--- src/rtl/instr_fetch_if.sv ---
// rtl/instr_fetch_if.sv - fetch unit bus: imem request/response, redirect and decode handshake
interface instr_fetch_if;
    logic        imem_req_valid;
    logic        imem_req_ready;
    logic [31:0] imem_req_addr;
    logic        imem_resp_valid;
    logic [31:0] imem_resp_data;
    logic        redirect_valid;
    logic [31:0] redirect_pc;
    logic        if_valid;
    logic        if_ready;
    logic [31:0] if_instr;
    logic [31:0] if_pc;

    modport master (
        output imem_req_valid, imem_req_addr, if_valid, if_instr, if_pc,
        input  imem_req_ready, imem_resp_valid, imem_resp_data,
        input  redirect_valid, redirect_pc, if_ready
    );

    modport slave (
        input  imem_req_valid, imem_req_addr, if_valid, if_instr, if_pc,
        output imem_req_ready, imem_resp_valid, imem_resp_data,
        output redirect_valid, redirect_pc, if_ready
    );
endinterface

--- src/rtl/instr_fetch_unit.sv ---
// rtl/instr_fetch_unit.sv - credit-limited instruction prefetch queue with redirect flush
module instr_fetch_unit #(
    parameter logic [31:0] RESET_PC = 32'h0000_0000,
    parameter int          DEPTH    = 4
) (
    input  logic         clk,
    input  logic         rst,
    instr_fetch_if.master bus
);
    localparam int AW = $clog2(DEPTH);
    localparam int CW = AW + 1;
    typedef logic [CW-1:0] cnt_t;
    localparam cnt_t        DEPTH_C = cnt_t'(DEPTH);
    localparam logic [CW:0] CAP     = (CW+1)'(DEPTH);

    logic [31:0]   fetch_pc;
    logic [31:0]   resp_pc;
    cnt_t          count;
    cnt_t          outstanding;
    cnt_t          discard;
    logic [AW-1:0] rd_ptr;
    logic [AW-1:0] wr_ptr;
    logic [31:0]   instr_q [DEPTH];
    logic [31:0]   pc_q    [DEPTH];

    logic [CW:0]   in_flight;
    logic [31:0]   target;
    logic          redirect;
    logic          req_fire;
    logic          resp;
    logic          push;
    logic          pop;
    logic          unused_lsb;

    assign redirect   = bus.redirect_valid;
    assign target     = {bus.redirect_pc[31:2], 2'b00};
    assign unused_lsb = ^bus.redirect_pc[1:0];
    assign in_flight  = {1'b0, count} + {1'b0, outstanding};

    // Queued plus outstanding words never exceed DEPTH, so a response always has a free slot.
    assign bus.imem_req_valid = !rst && !redirect && (in_flight < CAP);
    assign bus.imem_req_addr  = fetch_pc;
    assign req_fire           = bus.imem_req_valid && bus.imem_req_ready;

    assign resp = bus.imem_resp_valid;
    assign push = resp && !redirect && (discard == '0);
    assign pop  = bus.if_valid && bus.if_ready && !redirect;

    assign bus.if_valid = (count != '0);
    assign bus.if_instr = instr_q[rd_ptr];
    assign bus.if_pc    = pc_q[rd_ptr];

    always_ff @(posedge clk or posedge rst) begin
        if (rst) begin
            fetch_pc    <= RESET_PC;
            resp_pc     <= RESET_PC;
            count       <= '0;
            outstanding <= '0;
            discard     <= '0;
            rd_ptr      <= '0;
            wr_ptr      <= '0;
            for (int i = 0; i < DEPTH; i++) begin
                instr_q[i] <= '0;
                pc_q[i]    <= RESET_PC;
            end
        end else begin
            outstanding <= outstanding + cnt_t'(req_fire) - cnt_t'(resp);
            if (redirect) begin
                // Every word still pending after this cycle belongs to the old path.
                fetch_pc <= target;
                resp_pc  <= target;
                count    <= '0;
                rd_ptr   <= '0;
                wr_ptr   <= '0;
                discard  <= outstanding - cnt_t'(resp);
            end else begin
                if (req_fire)
                    fetch_pc <= fetch_pc + 32'd4;
                if (resp && (discard != '0))
                    discard <= discard - cnt_t'(1);
                if (push) begin
                    instr_q[wr_ptr] <= bus.imem_resp_data;
                    pc_q[wr_ptr]    <= resp_pc;
                    wr_ptr          <= wr_ptr + AW'(1);
                    resp_pc         <= resp_pc + 32'd4;
                end
                if (pop)
                    rd_ptr <= rd_ptr + AW'(1);
                count <= count + cnt_t'(push) - cnt_t'(pop);
            end
        end
    end

    a_no_overflow: assert property (@(posedge clk) disable iff (rst) push |-> (count < DEPTH_C));
    a_credit:      assert property (@(posedge clk) disable iff (rst) in_flight <= CAP);
    a_discard:     assert property (@(posedge clk) disable iff (rst) discard <= outstanding);
endmodule

--- src/flat_wrapper.sv ---
// flat-port wrapper written by rule: the top's interface ports become plain ports
module instr_fetch_unit_flat 
#(
    parameter logic [31:0] RESET_PC = 32'h0000_0000,
    parameter int          DEPTH    = 4
)
  (clk, rst, bus_imem_req_valid, bus_imem_req_addr, bus_if_valid, bus_if_instr, bus_if_pc, bus_imem_req_ready, bus_imem_resp_valid, bus_imem_resp_data, bus_redirect_valid, bus_redirect_pc, bus_if_ready);
  instr_fetch_if bus_i ();
  input  logic clk;
  input  logic rst;
  output wire logic [$bits(bus_i.imem_req_valid)-1:0] bus_imem_req_valid;
  output wire logic [$bits(bus_i.imem_req_addr)-1:0] bus_imem_req_addr;
  output wire logic [$bits(bus_i.if_valid)-1:0] bus_if_valid;
  output wire logic [$bits(bus_i.if_instr)-1:0] bus_if_instr;
  output wire logic [$bits(bus_i.if_pc)-1:0] bus_if_pc;
  input wire logic [$bits(bus_i.imem_req_ready)-1:0] bus_imem_req_ready;
  input wire logic [$bits(bus_i.imem_resp_valid)-1:0] bus_imem_resp_valid;
  input wire logic [$bits(bus_i.imem_resp_data)-1:0] bus_imem_resp_data;
  input wire logic [$bits(bus_i.redirect_valid)-1:0] bus_redirect_valid;
  input wire logic [$bits(bus_i.redirect_pc)-1:0] bus_redirect_pc;
  input wire logic [$bits(bus_i.if_ready)-1:0] bus_if_ready;
  assign bus_imem_req_valid = bus_i.imem_req_valid;
  assign bus_imem_req_addr = bus_i.imem_req_addr;
  assign bus_if_valid = bus_i.if_valid;
  assign bus_if_instr = bus_i.if_instr;
  assign bus_if_pc = bus_i.if_pc;
  assign bus_i.imem_req_ready = bus_imem_req_ready;
  assign bus_i.imem_resp_valid = bus_imem_resp_valid;
  assign bus_i.imem_resp_data = bus_imem_resp_data;
  assign bus_i.redirect_valid = bus_redirect_valid;
  assign bus_i.redirect_pc = bus_redirect_pc;
  assign bus_i.if_ready = bus_if_ready;
  instr_fetch_unit #(.RESET_PC(RESET_PC), .DEPTH(DEPTH)) u_core (.clk(clk), .rst(rst), .bus(bus_i));
endmodule
--- config.mk ---
export PLATFORM = sky130hd
export DESIGN_NAME = instr_fetch_unit_flat
export DESIGN_NICKNAME = d
export VERILOG_FILES = /design/src/rtl/instr_fetch_if.sv /design/src/rtl/instr_fetch_unit.sv /design/src/flat_wrapper.sv
export SDC_FILE = /design/constraint.sdc
export NUM_CORES = 1
export LEC_CHECK = 0
export CAP_MARGIN = 20
export CORE_MARGIN = 2
export CORE_UTILIZATION = 25
export CTS_CLUSTER_DIAMETER = 50
export DETAILED_ROUTE_END_ITERATION = 8
export PLACE_DENSITY_LB_ADDON = 0.15
export SLEW_MARGIN = 20
export SYNTH_ARGS = -nofsm -noshare
export SYNTH_HDL_FRONTEND = slang
export SYNTH_SLANG_ARGS = --single-unit
--- constraint.sdc ---
create_clock -name clk -period 27.6 [get_ports clk]
set_input_delay 2.76 -clock clk [delete_from_list [all_inputs] [get_ports clk]]
set_output_delay 2.76 -clock clk [all_outputs]
set_load 0.1 [all_outputs]
==> results of run 1 <==
[registers in the layout, indices dropped and copies added (netlist names)]
register and cells:
u_core.bus.imem_req_addr 30, u_core.count 3, u_core.discard 3, u_core.instr_q 128, u_core.outstanding 3, u_core.pc_q 120, u_core.rd_ptr 2, u_core.resp_pc 30
u_core.wr_ptr 2
[power by group through the flow]
| stage | registers [uW] | logic, uW | clock network [uW] |
|---|---|---|---|
| finish | 669 | 1040 | 672 |
| global route | 688 | 1090 | 715 |
| CTS | 671 | 1060 | 697 |
| detailed placement | 679 | 1060 | 0 |
| global placement | 676 | 1050 | 0 |
| floorplan | 672 | 811 | 0 |
[metrics by stage]
stage          utilization, %  total power [uW]
6_report                32.42              2382
5_1_grt                 32.42              2491
4_1_cts                 32.43              2428
3_5_place_dp            29.39              1737
3_3_place_gp            29.39              1728
2_1_floorplan               -              1484
[layout make-up]
type,count,area (um2)
fill,5901,39890
sequential,321,8038
multi-input combinational,667,6568
timing repair buffer,172,1684
clock buffer,68,1473
tap,773,967.2
clock inverter,23,317.8
inverter,21,86.33
[per-layer routing]
| layer | vias to the layer above | global-route usage (%) | routed length [um] |
|---|---|---|---|
| met1 | 4942 | 18.20 | 18870 |
| met2 | 168 | 21.09 | 19090 |
| met4 | 0 | 4.157 | 1058 |
| met5 | - | 0 | 0 |
| li1 | 4241 | - | - |
| met3 | 60 | 2.826 | 1698 |
[cell families (layout without fill, tap and decap cells)]
kind of cell    Yosys count  count (layout)
compound gates           62              62
xor+xnor                 56              56
fa+ha+maj                18              18
buf+inv                  92             284
flops                   321             321
mux                     325             325
other cells               1               4
simple gates            202             202
[worst register-to-register path: stages, from the launching register on]
cell      delay (ps)
dfrtp_1          380
inv_1             80
ha_1             210
nand3b_1         260
nor2_1           810
nand2_4          570
buf_4            510
mux2_2           380
[placed cells by master, fill, tap and decap left out, drive strengths merged, types with 28 or more instances in the layout]
cell type	count
clkbuf	69
o21ai	28
nor2	28
mux2	263
nand2	64
xnor2	29
clkdlybuf4s50	159
mux4	62
dfrtp	321
nand3	28
[worst max-delay path by stage]
stage	cells past startpoint	end	from
finish	5	bus_imem_req_valid	bus_redirect_valid
global route	5	bus_imem_req_valid	bus_redirect_valid
CTS	5	bus_imem_req_valid	bus_redirect_valid
detailed placement	5	bus_imem_req_valid	bus_redirect_valid
global placement	5	bus_imem_req_valid	bus_redirect_valid
floorplan	1	u_core.bus.imem_req_addr[10]$_DFFE_PP0P_	rst
==> metrics.csv, run 1 <==
metric;value;unit
outcome;complete, no violations;
Slew Limit Fails;0;
Hold Crit Start;u_core.pc_q[113]$_DFFE_PP0P_;
DP HPWL;25530;um
register area share after synthesis;53.73;%
Yosys Warn Count;0;
maximum vdd drop;0.07659;mV
largest family of logic cells by synthesized area;multiplexers;
Max Cap Viol;0;
Overflow after GRT;0;
CTS tree;yes;
leakage power;0.008388;uW
core area;59020;um2
I/O Buffers;161;
mux cell area share after synthesis;29.15;%
CTS Sinks;321;
Final Cell Area;19130;um2
xor/xnor share of the synthesized area;3.281;%
RSZ-0062 raised after global routing;no;
Post-Synth Simple-Gate Area;7.022;%
fin worst setup slack;19980;ps
Slew HR;26.34;%
Tcrit/Tclk final;27.62;%
Post-CTS Setup Inserts;0;
Die ar.;61770;um2
Placed Area;17350;um2
vias in the first global route;10170;
post-synthesis cell type count;55;
Final setup viols;0;
Hold WC Path Type;flop to flop;
layout cells sized above 1;34.43;%
crit start category;input port;
post-route insts no fill;2045;
area leader, netlist;dfrtp_1;
ANT nets after route;0;
Routed Wire Length;40710;um
WP data required;24840;ps
flops & latches, synth;321;
clk slew on worst S/H paths;50;ps
Placed Cells;1954;
initial core utilization;25.33;%
worst reg2reg startpoint;u_core.discard[0]$_DFFE_PP0P_;
largest net degree at the start of global routing;113;
Synth top cells by count;dfrtp_1, mux2_2, nand2_1;
Int Pwr;1342;uW
worst path arrival time;4860;ps
share of the synthesized area in the top cell type;53.73;%
Inserted Clock Buffers;50;
prevailing post-synth register cell;dfrtp_1;
NetSw;1041;uW
slowest cell on the critical path;clkdlybuf4s50_1;
Crit Path Category;input port to output pin;
Synth area leaders;dfrtp_1, mux2_2, mux4_2, xnor2_1, nand2_1;
Synth Area in Adders;1.607;%
via count;9411;
first drt pass iteration count;4;
Iteration-0 DRC Markers;489;
row cnt;89;
clk_skew;27.63;ps
gr usage total;13.32;%
CP max FO;45;
CP cell instances;buf_2 -> buf_4 -> nor3_1 -> and3_1 -> clkdlybuf4s50_1;
CTS Hold Bufs;0;
Seq pwr share;28.1;%
fmax;131.2;MHz
r2r endpoint;u_core.instr_q[51]$_DFFE_PP0P_;
DP Worst Slack;19980;ps
Avg Vias per Cell;4.602;
Die Span Y;248.5;um
initial antenna violation count;1;
Worst path max stage delay;1150;ps
Post-synth ARST share;100.0;%
setup TNS;0;ps
DRC;0;
routability cong.;0.7414;
latest clock arrival within the worst-skew pair;580;ps
Hold Fails Final Rpt;0;
EDFF count, synth;0;
Comb power frac;43.7;%
Clock Path Buffers;3;
CTS resizes;0;
worst-margin pin slew;1101;ps
Sw Ratio;43.68;%
Max H-tree Level;2;
antenna cells;0;
R2R Setup Slk;24250;ps
nets;1321;
fin crit period;7624;ps
post-synthesis cell area;14950;um2
Syn Inst Count;1077;
R2R cell count;7;
count leader, synth;dfrtp_1;
Clk network pwr share;28.2;%
Bufs and invs on worst path;3;
P&R area growth vs syn;27.98;%
Pwr Density;124.5;nW/um2
Worst Hold Path EP;u_core.pc_q[113]$_DFFE_PP0P_;
Critical Path End Type;output pin;
I/O pins;168;
hold_ws;473.4;ps
post-synthesis compound-gate area fraction;2.569;%
worst hold stages;2;
CTS root buffer;clkbuf_16;
syn avg cell area;13.88;um2
per-cell routed wire length;19.91;um
Worst path top cell family by delay;buffers and inverters;
die width;248.5;um
first-pass GRT wire length;63830;um
Note: power is estimated with default switching activity, not from simulation.
==> run 2: changes to the inputs <==
==> constraint.sdc (replaced) <==
create_clock -name clk -period 7.5 [get_ports clk]
set_input_delay 0.75 -clock clk [delete_from_list [all_inputs] [get_ports clk]]
set_output_delay 0.75 -clock clk [all_outputs]
set_load 0.1 [all_outputs]
==> run 2 against run 1 <==
Effect of this change:
- clock skew fell by 3.2 ps
- worst setup slack worse by 17000 ps
- hold slack improved by 6.0 ps
- total power grew to 3.6 times the previous value
- core utilization shrank 0.18 points
- count of clock-buffer cells in the layout is 1 lower
- wire length down 1.1%
- cell count about the same
- first-iteration DRC count fell by 29%
- flip-flop and latch count is the same
- design area is 0.56% lower
- sequential share of layout area up 0.24 points
- critical path type is now flop to output pin
- critical endpoint is now bus_if_instr[9]
- largest cell class unchanged
==> metrics.csv, run 2 (synthesized netlist as in run 1, its figures left out) <==
metric;value;unit
outcome;complete, no violations;
initial antenna violation count;1;
per-cell routed wire length;19.68;um
Routed Wire Length;40270;um
Final setup viols;0;
Hold Fails Final Rpt;0;
CTS resizes;0;
Die ar.;61770;um2
fin crit period;4590;ps
Post-CTS Setup Inserts;0;
row cnt;89;
Overflow after GRT;0;
Tcrit/Tclk final;61.20;%
I/O Buffers;161;
Iteration-0 DRC Markers;349;
I/O pins;168;
via count;9355;
largest net degree at the start of global routing;168;
Slew Limit Fails;0;
most frequent cells in the layout;dfrtp_1, mux2_2, clkdlybuf4s50_1, mux4_2, nand2_1;
P&R area growth vs syn;27.26;%
leakage power;0.008313;uW
DP HPWL;25670;um
CP max FO;41;
Max H-tree Level;2;
ANT nets after route;0;
CP cell instances;buf_4 -> mux4_2 -> clkdlybuf4s50_1;
Critical Path End Type;output pin;
Max Cap Viol;0;
worst-margin pin slew;1151;ps
maximum vdd drop;0.3551;mV
Placed Cells;1955;
first drt pass iteration count;4;
die width;248.5;um
commonest non-fill, non-tap cell in the layout;dfrtp_1;
max reg flops;128;
WP data required;6750;ps
crit start category;flop;
CTS tree;yes;
top flop regs;u_core.instr_q x128, u_core.pc_q x120;
Inserted Clock Buffers;49;
initial core utilization;25.33;%
CTS Sinks;321;
Crit Path Category;flop to output pin;
Die Span Y;248.5;um
Slew HR;23.01;%
gr usage total;13.21;%
worst path arrival time;3840;ps
Largest Register;u_core.instr_q;
nets;1321;
latest clock arrival within the worst-skew pair;570;ps
CTS Hold Bufs;0;
Hold WC Path Type;flop to flop;
slowest cell on the critical path;dfrtp_4;
Worst path max stage delay;1030;ps
first-pass GRT wire length;63410;um
Avg Vias per Cell;4.572;
post-route insts no fill;2046;
Pwr Density;449.9;nW/um2
Clock Path Buffers;3;
routability cong.;0.7628;
layout cells sized above 1;34.04;%
clk_skew;24.47;ps
RSZ-0062 raised after global routing;no;
vias in the first global route;10260;
fmax;217.9;MHz
setup TNS;0;ps
clk slew on worst S/H paths;50;ps
DRC;0;
core area;59020;um2
CTS root buffer;clkbuf_16;
-- run 2: changes by cell type in the layout (fill, tap and decap cells not counted), moves of 2 or more --
| cell | delta |
|---|---|
| clkinvlp_4 | +4 |
| clkbuf_16 | -3 |
| inv_6 | -3 |
| bufinv_16 | -3 |
| clkbuf_1 | +4 |
| clkbuf_8 | -2 |
-- run 2: worst paths after layout --
| path | from | endpoint | slack, ps | cells past startpoint |
|---|---|---|---|---|
| setup reg to reg | u_core.discard[0]$_DFFE_PP0P_ | u_core.pc_q[20]$_DFFE_PP0P_ | 4300 | 7 |
| hold reg to reg | u_core.pc_q[105]$_DFFE_PP0P_ | u_core.pc_q[105]$_DFFE_PP0P_ | 480 | 2 |
| setup / recovery | u_core.rd_ptr[0]$_DFFE_PP0P_ | bus_if_instr[9] | 2910 | 3 |
| max in group asynchronous | rst | u_core.instr_q[99]$_DFFE_PP0P_ | 5300 | 3 |
| min in group asynchronous | rst | u_core.bus.imem_req_addr[31]$_DFFE_PP0P_ | 740 | 2 |
| hold / removal | u_core.pc_q[105]$_DFFE_PP0P_ | u_core.pc_q[105]$_DFFE_PP0P_ | 480 | 2 |
-- run 2: area by class of cell --
type                            count  area [um2]
Antenna cell                        1       2.502
Clock buffer                       67        1385
Clock inverter                     23       254.0
Fill cell                        5891       39990
Inverter                           21       82.58
Multi-Input combinational cell    667        6568
Sequential cell                   321        8038
Tap cell                          773       967.2
Timing Repair Buffer              173        1729
-- run 2: metrics by stage --
| step | worst slack, ps | instance area, um2 | util, % | total power (uW) | hold slack, ps |
|---|---|---|---|---|---|
| finish | 2910 | 19030 | 32.24 | 8560 | 479.4 |
| global placement | 3316 | 17360 | 29.41 | 6347 | 456.4 |
| global route | 2583 | 19020 | 32.23 | 8952 | 505.0 |
| CTS | 2668 | 19020 | 32.23 | 8709 | 481.4 |
| detailed placement | 3314 | 17380 | 29.46 | 6380 | 469.8 |
| floorplan | 2469 | 14970 | - | 5461 | 444.6 |
-- run 2: power breakdown --
group | total, uW | switching [uW] | internal (uW)
clock | 2270 | 843 | 1430
combinational | 3800 | 2620 | 1190
sequential | 2480 | 342 | 2140
total | 8560 | 3800 | 4760
-- run 2: metal layers --
| metal | global-route usage, % | routed length, um | vias up |
|---|---|---|---|
| li1 | - | - | 4245 |
| met1 | 17.95 | 18660 | 4888 |
| met2 | 21.29 | 19100 | 165 |
| met3 | 2.690 | 1590 | 57 |
| met4 | 3.747 | 914 | 0 |
| met5 | 0 | 0 | - |
-- run 2: worst max-delay path: cells and delay by family, from the launching register on --
kind     cells  cell delay, ps
mux          1             580
buf+inv      2            1620
flops        1            1030
